===== src/rtl/alu_ctrl.sv =====
// Sequencer that decodes an op index into ALU select lines, waits for the ALU to settle,
// then captures result/carry/zero. Optional zero flag: define ALU_CTRL_ZERO_FLAG_EN.
module alu_ctrl #(
  parameter int unsigned SETTLE_CYCLES = 1
) (
  input  logic       clk,
  input  logic       rst,
  input  logic       instr_valid,
  input  logic [7:0] instr,
  output logic       instr_ready,
  input  logic [7:0] alu_data,
  input  logic       alu_carry,
  output logic       s0,
  output logic       s1,
  output logic       s2,
  output logic       s3,
  output logic       s4,
  output logic [7:0] result,
  output logic       carry_flag,
  output logic       zero_flag,
  output logic       result_we,
  output logic       done,
  output logic       illegal
);

  typedef enum logic [1:0] {
    IDLE   = 2'd0,
    DECODE = 2'd1,
    EXEC   = 2'd2,
    WB     = 2'd3
  } state_t;

  localparam logic [3:0] SETTLE_LD = 4'(SETTLE_CYCLES);
  localparam logic [3:0] OP_MAX    = 4'd8;

  state_t      state_q, state_d;
  logic [3:0]  op_q, op_d;
  logic [3:0]  cnt_q, cnt_d;
  logic [7:0]  result_q, result_d;
  logic        carry_q, carry_d;
  logic [4:0]  sel;

  // instr[7:4] is reserved; folded into a sink so it is visibly ignored.
  logic unused_rsvd;
  assign unused_rsvd = ^instr[7:4];

  // {s0,s1,s2,s3,s4} per op index; out-of-range never reaches EXEC.
  function automatic logic [4:0] sel_map(input logic [3:0] op);
    case (op)
      4'd0:    sel_map = 5'b00000;
      4'd1:    sel_map = 5'b10000;
      4'd2:    sel_map = 5'b01000;
      4'd3:    sel_map = 5'b11000;
      4'd4:    sel_map = 5'b00110;
      4'd5:    sel_map = 5'b00101;
      4'd6:    sel_map = 5'b00001;
      4'd7:    sel_map = 5'b00100;
      4'd8:    sel_map = 5'b00010;
      default: sel_map = 5'b00000;
    endcase
  endfunction

`ifdef ALU_CTRL_ZERO_FLAG_EN
  logic zero_q, zero_d;
`endif

  always_comb begin
    state_d  = state_q;
    op_d     = op_q;
    cnt_d    = cnt_q;
    result_d = result_q;
    carry_d  = carry_q;
`ifdef ALU_CTRL_ZERO_FLAG_EN
    zero_d   = zero_q;
`endif
    case (state_q)
      IDLE: begin
        if (instr_valid) begin
          op_d    = instr[3:0];
          state_d = DECODE;
        end
      end
      DECODE: begin
        if (op_q <= OP_MAX) begin
          state_d = EXEC;
          cnt_d   = SETTLE_LD;
        end else begin
          state_d = IDLE;
        end
      end
      EXEC: begin
        // Capture on the edge leaving the last settle cycle.
        if (cnt_q <= 4'd1) begin
          state_d  = WB;
          cnt_d    = 4'd0;
          result_d = alu_data;
          carry_d  = alu_carry;
`ifdef ALU_CTRL_ZERO_FLAG_EN
          zero_d   = (alu_data == 8'h00);
`endif
        end else begin
          cnt_d = cnt_q - 4'd1;
        end
      end
      WB:      state_d = IDLE;
      default: state_d = IDLE;
    endcase
  end

  always_ff @(posedge clk) begin
    if (rst) begin
      state_q  <= IDLE;
      op_q     <= 4'd0;
      cnt_q    <= 4'd0;
      result_q <= 8'h00;
      carry_q  <= 1'b0;
`ifdef ALU_CTRL_ZERO_FLAG_EN
      zero_q   <= 1'b0;
`endif
    end else begin
      state_q  <= state_d;
      op_q     <= op_d;
      cnt_q    <= cnt_d;
      result_q <= result_d;
      carry_q  <= carry_d;
`ifdef ALU_CTRL_ZERO_FLAG_EN
      zero_q   <= zero_d;
`endif
    end
  end

  // Outputs are pure functions of registered state, so reset clears them too.
  assign sel         = (state_q == EXEC || state_q == WB) ? sel_map(op_q) : 5'b00000;
  assign {s0, s1, s2, s3, s4} = sel;
  assign instr_ready = (state_q == IDLE);
  assign illegal     = (state_q == DECODE) && (op_q > OP_MAX);
  assign done        = (state_q == WB);
  assign result_we   = (state_q == WB);
  assign result      = result_q;
  assign carry_flag  = carry_q;
`ifdef ALU_CTRL_ZERO_FLAG_EN
  assign zero_flag   = zero_q;
`else
  assign zero_flag   = 1'b0;
`endif

endmodule


===== config.mk =====
export PLATFORM = sky130hd
export DESIGN_NAME = alu_ctrl
export DESIGN_NICKNAME = d
export VERILOG_FILES = /design/src/rtl/alu_ctrl.sv
export SDC_FILE = /design/constraint.sdc
export NUM_CORES = 1
export LEC_CHECK = 0
export CAP_MARGIN = 20
export CORE_MARGIN = 2
export CORE_UTILIZATION = 35
export CTS_CLUSTER_DIAMETER = 80
export DETAILED_ROUTE_END_ITERATION = 8
export GPL_ROUTABILITY_DRIVEN = 1
export SETUP_SLACK_MARGIN = 0.15
export SYNTH_ARGS = -nofsm -noshare
export SYNTH_HDL_FRONTEND = slang
export SYNTH_SLANG_ARGS = --single-unit

===== constraint.sdc =====
create_clock -name clk -period 4 [get_ports clk]
set_input_delay 1 -clock clk [delete_from_list [all_inputs] [get_ports clk]]
set_output_delay 1 -clock clk [all_outputs]
set_load 0.1 [all_outputs]

After elaboration in Yosys (flattened, before gate mapping)
Memories as Yosys holds them, arrays and structs flattened. A register that Yosys moved wholly into a read port is not among the register bits.
Index checks and enable logic that the tools add are counted.
W data, S select, Z words.
{"block": "totals", "mem_bits_ro": 80, "ff_bits": 19, "inputBits": 20, "output_inout_bits": 19, "elab_cells": 34, "mem_count": 1}
{"name": "(name not given)", "words": 16, "word_bits": 5, "read_ports": 1, "rd_clocked_by_memory_dff": 1, "write_ports": 0, "line": "49", "text": "case (op)"}
{"block": "classes", "add_sub_neg": 1, "magnitude_cmp": 3, "mux": 10, "n_reduce_logical": 8, "n_eq_ne": 6}
{"operator": "$mux W4", "n": 4}
{"operator": "$pmux W2 S4", "n": 1}
{"operator": "$pmux W4 S2", "n": 1}
{"operator": "$reduce_and A2 Y1", "n": 4}
{"operator": "$mux W2", "n": 3}
{"operator": "$ne A2 B2 Y1 const B", "n": 3}
{"operator": "$mux W5", "n": 1}
{"operator": "$eq A2 B2 Y1 const B", "n": 2}
{"operator": "$gt A4 B4 Y1 const B", "n": 1}
{"operator": "$le A4 B1 Y1 const B", "n": 1}
{"operator": "$le A4 B4 Y1 const B", "n": 1}
{"operator": "$sub A4 B1 Y4 const B", "n": 1}
{"operator": "$eq A2 B1 Y1 const B", "n": 1}
{"operator": "$logic_not A2 Y1", "n": 1}
{"operator": "$reduce_bool A2 Y1", "n": 1}
{"operator": "$logic_and A1 B1 Y1", "n": 1}
{"operator": "$logic_or A1 B1 Y1", "n": 1}

Logic depth before layout (Yosys ltp)
Gate-level depths: netlist (run 1).
{"block": "depth", "ltp_word": 4, "ltp_mapped": 8, "depth_no_buf": 7}

Worst setup path after synthesis (run 1)
OpenSTA, ideal clock, no wires.
{"block": "synth_path", "path_kind": "reg2out", "start": "reg with a tool-made name", "end": "out illegal", "arrival_ps": 1995, "n_path_buf": 1, "slack_ps": 1005, "stages_incl_launch_ff": 4, "path_cell_list": "dfxtp_1 -> buf_2 -> nand2b_1 -> nor2b_1"}
{"element": "to (decl)", "line": "23", "text": "output logic illegal"}

==> results.py, run 1 <==
metrics = {
    "clock_network": {
        "htree_num_levels": 1,
        "clk_latency_ps": 310,
        "clock-sinks": 24,
        "post_cts_buffers": 0,
        "clk_path_buf_depth": 2,
        "cts-root-buf": "clkbuf_4",
        "holdBufCountCts": 0,
        "cts_resized": 0,
        "cts_made_buffers": 3,
        "cts.reportedPaths.clkPinSlew_ps": 130,
        "cts_tree": "done",
    },
    "drt": {
        "drt-initial-drc-count": 16,
        "routed_via_density": 4.46,
        "ant_nets": 0,
        "num_vias": 848,
        "wirelength_um": 2130,
        "wl_per_cell_um": 11.2,
        "dr.pass1.iters": 2,
        "drc": 0,
    },
    "floorplan": {
        "ios": 39,
        "rows": 20,
        "dieArea_um2": 3710,
        "start_util_pct": 36.8,
        "coreArea_um2": 3080,
        "fp.dieH_um": 60.9,
        "die_w_um": 60.9,
    },
    "global_routing": {
        "grt_max_degree": 23,
        "grt_pass1_vias": 809,
        "grt_overflow": 0,
        "grt_use_met1_pct": 18.9,
        "met2_usage_pct": 18.3,
        "grtUsageMet3_pct": 2.56,
        "track_usage_pct": 13.0,
        "grt_pass1_wl_um": 3590,
        "antenna_found_initial": 0,
        "top_usage_layer": "met1",
    },
    "final_layout": {
        "final_cell_area_um2": 1490,
        "fillCellCount": 310,
        "antennaDiodeCount": 0,
        "layout.cells.non_filler": 190,
        "nets": 171,
        "syn2layout_area_growth_pct": 31.7,
        "fin_util_pct": 48.5,
        "drive_above_1_share_pct": 14.4,
    },
    "flow_run": {
        "drv_cap": 0,
    },
    "timing": {
        "slew-limit-headroom_pct": 34.5,
        "hold-worst-slack_ps": 503,
        "drv_slew": 0,
        "rsz0062_at_grt": "no",
        "tightest_slew_ps": 979,
        "fmax_ghz": 0.329,
        "post-route-period-util_pct": 76.0,
        "setup_ws_ps": 959,
        "setup_viol": 0,
        "clock_skew_ps": 3.32,
        "period_needed_ps": 3040,
        "finalHoldViolCount": 0,
        "fin_tns_setup_ps": 0,
    },
    "place": {
        "post-place-ws_ps": 1020,
        "gp_congestion": 0.768,
        "port_buffers": 33,
        "dp_cells": 186,
        "hpwlAfterDp_um": 1580,
        "placed_cell_area_um2": 1460,
    },
    "worst_hold_path": {
        "hold_path_startpoint": "cnt_q[3]",
        "min_path_type": "flip-flop to flip-flop",
    },
    "synth": {
        "syn_inst": 115,
        "synthesis.area_um2": 1130,
        "seq_area_frac_synth_pct": 42.4,
        "syn_nets": 139,
        "synth.avg_cell_area_um2": 9.86,
        "ys_seq_elements": 24,
        "ys_types": 35,
        "yosys_warnings": 0,
    },
    "pwr": {
        "ir_drop_v": 0.000183,
        "power_density_nw_per_um2": 397,
        "total_power_mw": 0.592,
        "p_leak_nw": 0.604,
    },
    "status": {
        "status": "completed",
    },
    "critical_path": {
        "r2r_slack_ps": 2040,
        "crit_fanout": 12,
        "cp-endpoint": "instr_ready",
        "cp-end-kind": "primary output",
        "crit_type": "flip-flop to primary output",
        "crit_arrival_ps": 2040,
        "r2r_cells": 7,
        "setup.worst_path.start_class": "flip-flop",
        "required_ps": 3000,
    },
}
[layout make-up]
cell class	instances	area (um2)	area share, %
timing repair buffer	34	318	21.3
tap	44	55.1	3.69
inverter	6	22.5	1.51
multi-input combinational	78	581	38.9
sequential	24	480	32.2
clock buffer	4	36.3	2.43
[synth_stat cells (all sizes together)]
cell	instances	area share [%]
dfxtp	24	42
nor2	22	7.3
mux2i	13	11
and2	7	3.9
buf	6	4.1
inv	6	2.0
ha	4	4.4
a21oi	3	1.3
nor2b	3	1.7
xnor2	3	2.3
a2111oi	2	2.1
o21bai	2	1.3
or3	2	1.1
a311oi	1	1.3
clkbuf	1	0.33
conb	1	0.33
nand2b	1	0.55
nand3	1	0.44
nand3b	1	0.66
nor3	1	1.4
nor3b	1	1.7
nor4	1	1.1
o211a	1	0.88
o21a	1	0.66
o21ai	1	0.44
o2bb2ai	1	0.77
o31a	1	0.77
or2	1	0.77
or2b	1	0.99
or3b	1	0.77
xor2	1	0.77
[routing by layer]
layer,share of wire (%),routed length [um]
met2,45,959
met1,50,1060
met3,4.6,98
met5,0,0
met4,0.70,15
[worst max-delay path, stage by stage (launching register included)]
cell	delay (ps)
dfxtp_1	450
nor2_1	140
clkdlybuf4s50_1	1130
[worst min path at each step]
stage | depth (start not counted) | to | slack, ps
finish | 2 | cnt_q[2] | 500
global route | 2 | cnt_q[2] | 540
CTS | 2 | cnt_q[2] | 510
detailed placement | 2 | result[0] | 480
global placement | 2 | result[3] | 470
floorplan | 2 | cnt_q[2] | 470
[placed cells by master (no fill, tap or decap), types with 2 or more instances in the layout]
cell type and n:
xnor2_1 3, buf_4 9, clkdlybuf4s50_1 25, o21bai_1 2
or3_1 2, nor2_1 22, ha_1 4, mux2i_1 13
nor2b_1 3, a21oi_1 3, and2_1 7, dfxtp_1 24
inv_1 6, clkbuf_4 3
[cells by family after synthesis]
kind of cell | after synthesis | synth area share [%]
buffers and inverters | 13 | 6.40
AOI/OAI and AO/OA | 13 | 9.60
adders and majority gates | 4 | 4.42
and+or+nand+nor | 43 | 22.3
other | 1 | 0.331
DFF | 24 | 42.4
muxes | 13 | 11.5
xor gates and xnor gates | 4 | 3.09
[where the power goes]
group	total [mW]	switching, mW	internal (mW)
combinational	0.190	0.121	0.0694
clock	0.129	0.0731	0.0556
sequential	0.273	0.0156	0.258
Note: power is estimated with default switching activity, not from simulation.
==> run 2, diff against run 1 <==
Clock period 4 ns to 2.8 ns, I/O delays scaled along.
==> run 2 against run 1 <==
  * Global-route usage about the same
  * Die area unchanged
  * Clock power increased by 94%
  * Critical path depth increased by 6
  * Design area decreased by 0.42%
  * Worst hold slack improved by 0.87 ps
  * Final cell count unchanged
  * Sequential cell count unchanged
  * Non-clock buffer count unchanged
==> results.py, run 2 (synthesized netlist as in run 1, its figures left out) <==
metrics = {
    "status": {
        "status": "completed",
    },
    "global_routing": {
        "grt_use_met1_pct": 15.9,
        "grt_max_degree": 19,
        "grt_pass1_wl_um": 3600,
        "grtUsageMet3_pct": 1.92,
        "grt_pass1_vias": 843,
        "top_usage_layer": "met2",
        "grt_overflow": 0,
        "track_usage_pct": 13.1,
        "antenna_found_initial": 0,
        "met2_usage_pct": 22.0,
    },
    "critical_path": {
        "required_ps": 3010,
        "crit_arrival_ps": 2510,
        "crit_type": "input port to flip-flop",
        "crit_fanout": 8,
        "cp-end-kind": "flip-flop",
        "setup.worst_path.start_class": "input port",
    },
    "floorplan": {
        "fp.dieH_um": 60.9,
        "dieArea_um2": 3710,
        "rows": 20,
        "start_util_pct": 36.8,
        "die_w_um": 60.9,
        "coreArea_um2": 3080,
        "ios": 39,
    },
    "timing": {
        "setup_viol": 0,
        "fin_tns_setup_ps": 0,
        "slew-limit-headroom_pct": 55.7,
        "finalHoldViolCount": 0,
        "clock_skew_ps": 18.7,
        "drv_slew": 0,
        "rsz0062_at_grt": "no",
        "tightest_slew_ps": 662,
        "post-route-period-util_pct": 82.2,
        "period_needed_ps": 2300,
        "fmax_ghz": 0.435,
    },
    "clock_network": {
        "clk_latency_ps": 320,
        "cts-root-buf": "clkbuf_4",
        "clk_path_buf_depth": 2,
        "clock-sinks": 24,
        "cts.reportedPaths.clkPinSlew_ps": 140,
        "htree_num_levels": 1,
        "holdBufCountCts": 0,
        "cts_tree": "done",
        "cts_made_buffers": 3,
        "post_cts_buffers": 0,
        "cts_resized": 0,
    },
    "final_layout": {
        "syn2layout_area_growth_pct": 31.1,
        "nets": 171,
        "antennaDiodeCount": 0,
        "drive_above_1_share_pct": 21.9,
        "mostFrequentLayoutCells": "24 x dfxtp_1, 22 x nor2_1, 19 x buf_4",
        "mostFrequentLayoutCell": "dfxtp_1",
    },
    "pwr": {
        "ir_drop_v": 0.000280,
        "p_leak_nw": 0.630,
        "power_density_nw_per_um2": 612,
        "total_power_mw": 0.910,
    },
    "drt": {
        "dr.pass1.iters": 4,
        "drc": 0,
        "routed_via_density": 4.55,
        "drt-initial-drc-count": 19,
        "wirelength_um": 2120,
        "num_vias": 865,
        "ant_nets": 0,
        "wl_per_cell_um": 11.1,
    },
    "flow_run": {
        "drv_cap": 0,
    },
    "place": {
        "gp_congestion": 0.719,
        "port_buffers": 33,
        "hpwlAfterDp_um": 1620,
    },
    "worst_hold_path": {
        "min_path_type": "flip-flop to flip-flop",
    },
}
-- run 2: changes by cell type in the layout (fill, tap and decap cells not counted) --
| cell | previous run | this run |
|---|---|---|
| buf_4 | 9 | 19 |
| bufinv_16 | 0 | 1 |
| clkbuf_8 | 1 | 0 |
| clkdlybuf4s50_1 | 25 | 15 |
| nor2b_1 | 3 | 2 |
| nor2b_2 | 0 | 1 |
-- run 2: final cells by class --
cell class	instances	area, um2
timing repair buffer	34	293
inverter	6	22.5
clock inverter	1	30.0
tap	44	55.1
fill	292	1590
multi-input combinational	78	583
clock buffer	3	22.5
sequential	24	480
-- run 2: stage by stage --
stage / area (um2) / util (%) / hold slack, ps / cells / setup WS, ps
3_5_place_dp: 1430 / 46.6 / 483 / 186 / 179
5_1_grt: 1490 / 48.3 / 549 / 190 / 420
3_3_place_gp: 1430 / 46.6 / 476 / 186 / 142
6_report: 1490 / 48.3 / 504 / 190 / 499
2_1_floorplan: 1140 / - / 466 / 115 / 348
4_1_cts: 1490 / 48.3 / 511 / 190 / 517
-- run 2: worst max-delay path, cell delays in order --
cell	delay, ps
clkdlybuf4s50_1	490
nor3b_4	400
mux2i_1	230
nor2_1	70
inv_1	100
ha_1	160
inv_1	40
a2111oi_0	330
-- run 2: worst paths after layout --
check                                 start         to  slack (ps)  cells after the start
worst min-delay path               cnt_q[3]   cnt_q[2]         500                      2
worst max register to register    flip-flop  flip-flop         860                      7
worst max-delay path            instr_valid  flip-flop         500                      8
worst min register to register     cnt_q[3]   cnt_q[2]         500                      2
-- run 2: routing by layer --
layer / share of wire [%] / vias to the layer above
met4: 2.2 / 0
met5: 0 / -
met2: 47 / 29
met3: 4.8 / 5
li1: - / 442
met1: 46 / 389
-- run 2: power by group --
part	switching (mW)	internal, mW
sequential	0.0230	0.368
combinational	0.173	0.0959
clock	0.105	0.145
